==> src/rtl/cic_pkg.sv <==
// Shared CIC constants, sample types and the input sign-extension helper.
// Latency: n/a (package only).
// Backpressure: n/a (package only).
package cic_pkg;

  localparam int CIC_IW    = 16;
  localparam int CIC_LOG2R = 4;
  localparam int CIC_N     = 3;
  localparam int CIC_OW    = CIC_IW + (CIC_N - 1) * CIC_LOG2R;

  typedef logic signed [CIC_IW-1:0] cic_in_t;
  typedef logic signed [CIC_OW-1:0] cic_acc_t;

  // Widen a raw input sample to the internal accumulator width.
  function automatic cic_acc_t sext_in(input cic_in_t v);
    return {{(CIC_OW - CIC_IW){v[CIC_IW-1]}}, v};
  endfunction

endpackage

==> src/rtl/cic_int_stage.sv <==
// One CIC integrator: registered two's-complement accumulator, wraps freely.
// Latency: 1 clock from add to acc.
// Backpressure: none, accumulates every clock.
//
// Ports:
//   clk, rst (async, active-high), clr (sync clear)
//   add  - signed increment applied every clock
//   acc  - registered running sum
module cic_int_stage #(
  parameter int W = 24
) (
  input  logic                clk,
  input  logic                rst,
  input  logic                clr,
  input  logic signed [W-1:0] add,
  output logic signed [W-1:0] acc
);

  always_ff @(posedge clk or posedge rst) begin
    if (rst) begin
      acc <= '0;
    end else if (clr) begin
      acc <= '0;
    end else begin
      acc <= acc + add;
    end
  end

endmodule

==> src/rtl/cic_interpolator.sv <==
// CIC interpolator: N low-rate combs, zero-stuffing by R, N full-rate integrators.
// Latency: sample accepted at edge t appears on out_dat at edge t+N+2.
// Backpressure: none; pulls one sample every R clocks, a missing sample becomes 0 and sets underflow.
//
// Ports:
//   clk, rst (async, active-high), clr (sync clear, highest priority)
//   in_dat/in_vld  - upstream sample, taken when in_rdy is high
//   in_rdy         - one-cycle request strobe every R clocks
//   out_dat/out_vld - full-rate output stream
//   underflow      - sticky: a request found in_vld low
module cic_interpolator
  import cic_pkg::*;
#(
  parameter int IW    = CIC_IW,
  parameter int LOG2R = CIC_LOG2R,
  parameter int N     = CIC_N,
  parameter int OW    = IW + (N - 1) * LOG2R
) (
  input  logic                 clk,
  input  logic                 rst,
  input  logic                 clr,
  input  logic signed [IW-1:0] in_dat,
  input  logic                 in_vld,
  output logic                 in_rdy,
  output logic signed [OW-1:0] out_dat,
  output logic                 out_vld,
  output logic                 underflow
);

  logic [LOG2R-1:0]     phase;
  logic                 stb_d;    // in_rdy delayed by one: x is valid for the combs
  logic signed [OW-1:0] x;
  logic signed [OW-1:0] u;
  logic signed [OW-1:0] d     [N];
  logic signed [OW-1:0] c_in  [N];  // input of comb stage k
  logic signed [OW-1:0] c_out;      // output of the last comb
  logic signed [OW-1:0] integ [N];
  logic [N+1:0]         vpipe;      // tracks accepted samples until they reach out_dat

  assign in_rdy = (phase == '0) && !rst && !clr;

  // Control, input register and output staging.
  always_ff @(posedge clk or posedge rst) begin
    if (rst) begin
      phase     <= '0;
      stb_d     <= 1'b0;
      x         <= '0;
      underflow <= 1'b0;
      vpipe     <= '0;
      out_vld   <= 1'b0;
      out_dat   <= '0;
    end else if (clr) begin
      phase     <= '0;
      stb_d     <= 1'b0;
      x         <= '0;
      underflow <= 1'b0;
      vpipe     <= '0;
      out_vld   <= 1'b0;
      out_dat   <= '0;
    end else begin
      phase <= phase + LOG2R'(1);
      stb_d <= in_rdy;
      if (in_rdy) begin
        x <= in_vld ? {{(OW - IW){in_dat[IW-1]}}, in_dat} : '0;
        if (!in_vld) begin
          underflow <= 1'b1;
        end
      end
      // The first request travels N+2 edges before it lands on out_dat.
      vpipe <= {vpipe[N:0], in_rdy};
      if (vpipe[N+1]) begin
        out_vld <= 1'b1;
      end
      out_dat <= integ[N-1];
    end
  end

  // Comb chain, evaluated combinationally from x against the stage delays.
  always_comb begin
    logic signed [OW-1:0] acc;
    acc = x;
    for (int k = 0; k < N; k++) begin
      c_in[k] = acc;
      acc     = acc - d[k];
    end
    c_out = acc;
  end

  // Comb delays and zero-stuffing upsampler.
  always_ff @(posedge clk or posedge rst) begin
    if (rst) begin
      for (int k = 0; k < N; k++) d[k] <= '0;
      u <= '0;
    end else if (clr) begin
      for (int k = 0; k < N; k++) d[k] <= '0;
      u <= '0;
    end else begin
      if (stb_d) begin
        for (int k = 0; k < N; k++) d[k] <= c_in[k];
      end
      u <= stb_d ? c_out : '0;
    end
  end

  // Integrator cascade, running every clock.
  for (genvar k = 0; k < N; k++) begin : g_int
    logic signed [OW-1:0] add;
    if (k == 0) begin : g_first
      assign add = u;
    end else begin : g_next
      assign add = integ[k-1];
    end
    cic_int_stage #(.W(OW)) u_stage (
      .clk (clk),
      .rst (rst),
      .clr (clr),
      .add (add),
      .acc (integ[k])
    );
  end

endmodule

==> config.mk <==
export PLATFORM = sky130hd
export DESIGN_NAME = cic_interpolator
export DESIGN_NICKNAME = d
export VERILOG_FILES = /design/src/rtl/cic_pkg.sv /design/src/rtl/cic_int_stage.sv /design/src/rtl/cic_interpolator.sv
export SDC_FILE = /design/constraint.sdc
export NUM_CORES = 1
export LEC_CHECK = 0
export BUFFER_PORTS_ARGS = -buffer_cell sky130_fd_sc_hd__buf_2
export CAP_MARGIN = 10
export CORE_ASPECT_RATIO = 2
export CORE_UTILIZATION = 30
export CTS_BUF_LIST = sky130_fd_sc_hd__clkbuf_4
export DETAILED_ROUTE_END_ITERATION = 12
export SLEW_MARGIN = 5
export SYNTH_ARGS = -nofsm -noshare
export SYNTH_HDL_FRONTEND = slang
export SYNTH_HIERARCHICAL = 1
export SYNTH_SLANG_ARGS = --single-unit
==> constraint.sdc <==
create_clock -name clk -period 12.8 [get_ports clk]
set_input_delay 1.92 -clock clk [delete_from_list [all_inputs] [get_ports clk]]
set_output_delay 1.92 -clock clk [all_outputs]
set_load 0.01 [all_outputs]
==> impl_metrics.env <==
export IMPL_globalRouteOverflowTotal=0
export IMPL_worstSetupStartpoint="x[0]$_DFFE_PP0P_"
export IMPL_cp_max_fo=6
export IMPL_drtIter0Drc=342
export IMPL_cp_top_family="compound AO/OA/AOI/OAI gates"
export IMPL_syn_inst=1473
export IMPL_synth_top_family_by_area="compound AO/OA/AOI/OAI gates"
export IMPL_cp_start_kind="flop"
export IMPL_ys_flop_type="dfrtp_1"
export IMPL_routedWlPerCell_um=14.33
export IMPL_core_um2=45690
export IMPL_grt_pass1_vias=11360
export IMPL_syn_area_um2=13840
export IMPL_async_flop_share_pct=100.0
export IMPL_cts_buffers=54
export IMPL_syn_avg_cell_area_um2=9.398
export IMPL_portBuffers=46
export IMPL_skew_ns=0.04463
export IMPL_io_pins=47
export IMPL_max_vdd_ir_drop_v=0.00006857
export IMPL_chipWidth_um=153.9
export IMPL_dp_hpwl_um=23120
export IMPL_reg2reg_from="x[0]$_DFFE_PP0P_"
export IMPL_fill_cells=4677
export IMPL_mostFrequentLayoutCells="210 x dfrtp_1, 173 x nor2_1, 133 x ha_1"
export IMPL_hold_buffers=0
export IMPL_vias_per_cell=4.993
export IMPL_crit_slowest_cell="or4_1"
export IMPL_power_leakage_nw=7.452
export IMPL_cts_sinks=211
export IMPL_timing_critical_path_buf_inv=1
export IMPL_insertion_delay_ns=0.74
export IMPL_required_ns=13.42
export IMPL_drive_gt1_share_pct=11.31
export IMPL_final_nets=1703
export IMPL_hp_start="vpipe[3]$_DFF_PP0_"
export IMPL_vias=10680
export IMPL_place_area_um2=14700
export IMPL_drc_errors=0
export IMPL_worst_pin_slew_ns=1.021
export IMPL_grt_usage_pct=13.52
export IMPL_ys_types=71
export IMPL_final_common_cell="dfrtp_1"
export IMPL_tns_ns=0
export IMPL_rsz0062_at_grt="no"
export IMPL_critical_path_class="reg2reg"
export IMPL_htreeDepth=2
export IMPL_critical_path_max_stage_delay_ns=0.47
export IMPL_drv_slew=0
export IMPL_grt_first_pass_wirelength_um=51740
export IMPL_muxShareOfSynthArea_pct=4.185
export IMPL_synth_enable_flop_cells=0
export IMPL_globalplace_congestion=0.8463
export IMPL_cts_max_path_buffers=3
export IMPL_fin_crit_sh_pct=51.05
export IMPL_tritoncts="yes"
export IMPL_drt_pre_antenna_iters=4
export IMPL_start_util_pct=30.30
export IMPL_die_area_um2=47060
export IMPL_synth_xor_area_share_pct=5.884
export IMPL_die_h_um=305.8
export IMPL_antenna_found_initial=1
export IMPL_status="completed"
export IMPL_stdcell_area_um2=15370
export IMPL_cts_clk_slew_worst_paths_ns=0.06
export IMPL_multiInputGateArea_um2=8030
export IMPL_ctsResizeCount=0
export IMPL_ant_nets=0
export IMPL_ys_warn_count=6
export IMPL_synth_simple_area_share_pct=14.93
export IMPL_seq_area_um2=5281
export IMPL_seq_area_frac_synth_pct=38.14
export IMPL_hold_violations=0
export IMPL_maxClockFrequency_ghz=0.1530
export IMPL_finalSetupViolCount=0
export IMPL_grt_max_degree=73
export IMPL_synth_nets=1632
export IMPL_synthAdderAreaFrac_pct=12.89
export IMPL_hp_class="reg2reg"
export IMPL_crit_arrival_ns=7.16
export IMPL_maxSlewHeadroom_pct=31.85
export IMPL_maxCapViolCount=0
export IMPL_endpoint_kind="flop"
export IMPL_cts_root_buf="clkbuf_4"
export IMPL_finalCriticalPeriod_ns=6.534
export IMPL_rows=111
export IMPL_synth_seq_cells=211
export IMPL_drt_wl_total_um=30660
export IMPL_post_cts_buffers=0
export IMPL_syn_to_final_growth_pct=11.03
export IMPL_p_per_area_nw_per_um2=182.0
export IMPL_synth_compound_area_share_pct=20.12
==> sequential cells by signal (all words and copies together) (netlist names) <==
register           flops
x                     16
g_int.add             24
phase                  4
vpipe                  5
d                     64
underflow              1
out_dat               24
out_vld                1
g_int.u_stage/acc     72
==> cell type report <==
cell class / instances / share of cell area, %
clock buffer: 78 / 3.810
clock inverter: 8 / 0.5373
multi-input combinational: 1122 / 52.25
timing repair buffer: 54 / 1.929
sequential: 211 / 34.36
inverter: 101 / 2.499
antenna: 1 / 0.01628
tap: 565 / 4.599
==> worst register-to-register path, cell delays in order, from the launching register on <==
cell and delay, ns:
dfrtp_1 0.37, inv_1 0.06, ha_1 0.20, fa_1 0.42
nor2b_1 0.13, o21a_1 0.15, o21ai_0 0.14, a211oi_1 0.36
o211ai_1 0.19, a31oi_1 0.31, xor2_1 0.23, ha_1 0.33
a21o_1 0.21, a21o_1 0.17, a21oi_1 0.24, o21ai_0 0.18
a31oi_1 0.22, xnor2_1 0.17, ha_1 0.33, a211oi_1 0.26
o211ai_1 0.12, a21oi_1 0.13, nor2_1 0.06, a21o_1 0.20
a41oi_1 0.29, mux2_2 0.38, or4_1 0.47, a21oi_1 0.13
==> routing by layer <==
| layer | routed length [µm] | track usage [%] | share of wire, % | vias up |
|---|---|---|---|---|
| li1 | - | - | - | 5387 |
| met1 | 10690 | 11.92 | 35 | 5045 |
| met2 | 17650 | 28.11 | 58 | 166 |
| met3 | 976 | 2.282 | 3.2 | 86 |
| met4 | 1341 | 6.953 | 4.4 | 0 |
| met5 | 0 | 0 | 0 | - |
==> per-stage QoR <==
step	setup slack [ns]	hold slack (ns)	instances	total power, W	util (%)
3_5_place_dp	6.277	0.4500	2053	0.002213	32.17
4_1_cts	6.220	0.4621	2139	0.002826	33.63
2_1_floorplan	7.123	0.4385	1473	0.001928	-
5_1_grt	5.719	0.4949	2140	0.003040	33.64
6_report	6.266	0.4527	2140	0.002798	33.64
3_3_place_gp	6.437	0.4418	2053	0.002166	32.17
==> Yosys cell counts (5+ instances only) <==
| cell type | instances | area (µm²) |
|---|---|---|
| mux2i_1 | 50 | 500.5 |
| nor3_1 | 27 | 135.1 |
| buf_1 | 8 | 30.03 |
| nor2b_1 | 54 | 337.8 |
| fa_1 | 6 | 120.1 |
| xor2_1 | 38 | 332.8 |
| a22o_1 | 16 | 140.1 |
| xnor2_1 | 55 | 481.7 |
| o31a_1 | 6 | 52.55 |
| a21o_1 | 47 | 352.8 |
| o211ai_1 | 22 | 165.2 |
| nand2b_1 | 15 | 93.84 |
| nand3b_1 | 5 | 37.54 |
| nor3b_1 | 7 | 52.55 |
| or3_1 | 7 | 43.79 |
| a31oi_1 | 7 | 43.79 |
| nand3_1 | 23 | 115.1 |
| o21ai_1 | 5 | 25.02 |
| o21ai_0 | 47 | 235.2 |
| and2_1 | 10 | 62.56 |
| dfrtp_1 | 211 | 5280 |
| o21bai_1 | 9 | 67.56 |
| nor2_1 | 173 | 649.4 |
| nand2_1 | 79 | 296.5 |
| inv_1 | 100 | 375.4 |
| and3_1 | 9 | 56.30 |
| or2_2 | 17 | 106.4 |
| a311oi_1 | 5 | 43.79 |
| o2111ai_1 | 5 | 43.79 |
| a211o_1 | 5 | 43.79 |
| a21oi_1 | 120 | 600.6 |
| o21a_1 | 31 | 232.7 |
| clkbuf_1 | 30 | 112.6 |
| a211oi_1 | 19 | 142.6 |
| ha_1 | 133 | 1664 |
==> cells by family after synthesis <==
kind of cell    after synthesis
mux                          57
fa+ha+maj                   139
xor+xnor                     93
compound gates              397
buf+inv                     140
simple gates                436
flops                       211
==> power breakdown <==
group | internal [W] | leakage, nW | total (W) | switching (W)
clock | 0.000313 | 0.397 | 0.000589 | 0.000275
combinational | 0.000607 | 4.14 | 0.00142 | 0.000810
sequential | 0.000747 | 2.91 | 0.000792 | 0.0000455
total | 0.00167 | 7.45 | 0.00280 | 0.00113
==> worst paths after layout <==
check / endpoint / slack (ns) / cells past startpoint
worst min-delay path: vpipe[4]$_DFF_PP0_ / 0.45 / 1
worst min register to register: vpipe[4]$_DFF_PP0_ / 0.45 / 1
worst max register to register: g_int[0].add[23]$_DFF_PP0_ / 6.27 / 27
worst max-delay path: g_int[0].add[23]$_DFF_PP0_ / 6.27 / 27
min in group asynchronous: out_dat[6]$_DFF_PP0_ / 1.35 / 2
max in group asynchronous: g_int[0].add[18]$_DFF_PP0_ / 10.06 / 3
Note: power is estimated with default switching activity, not from simulation.
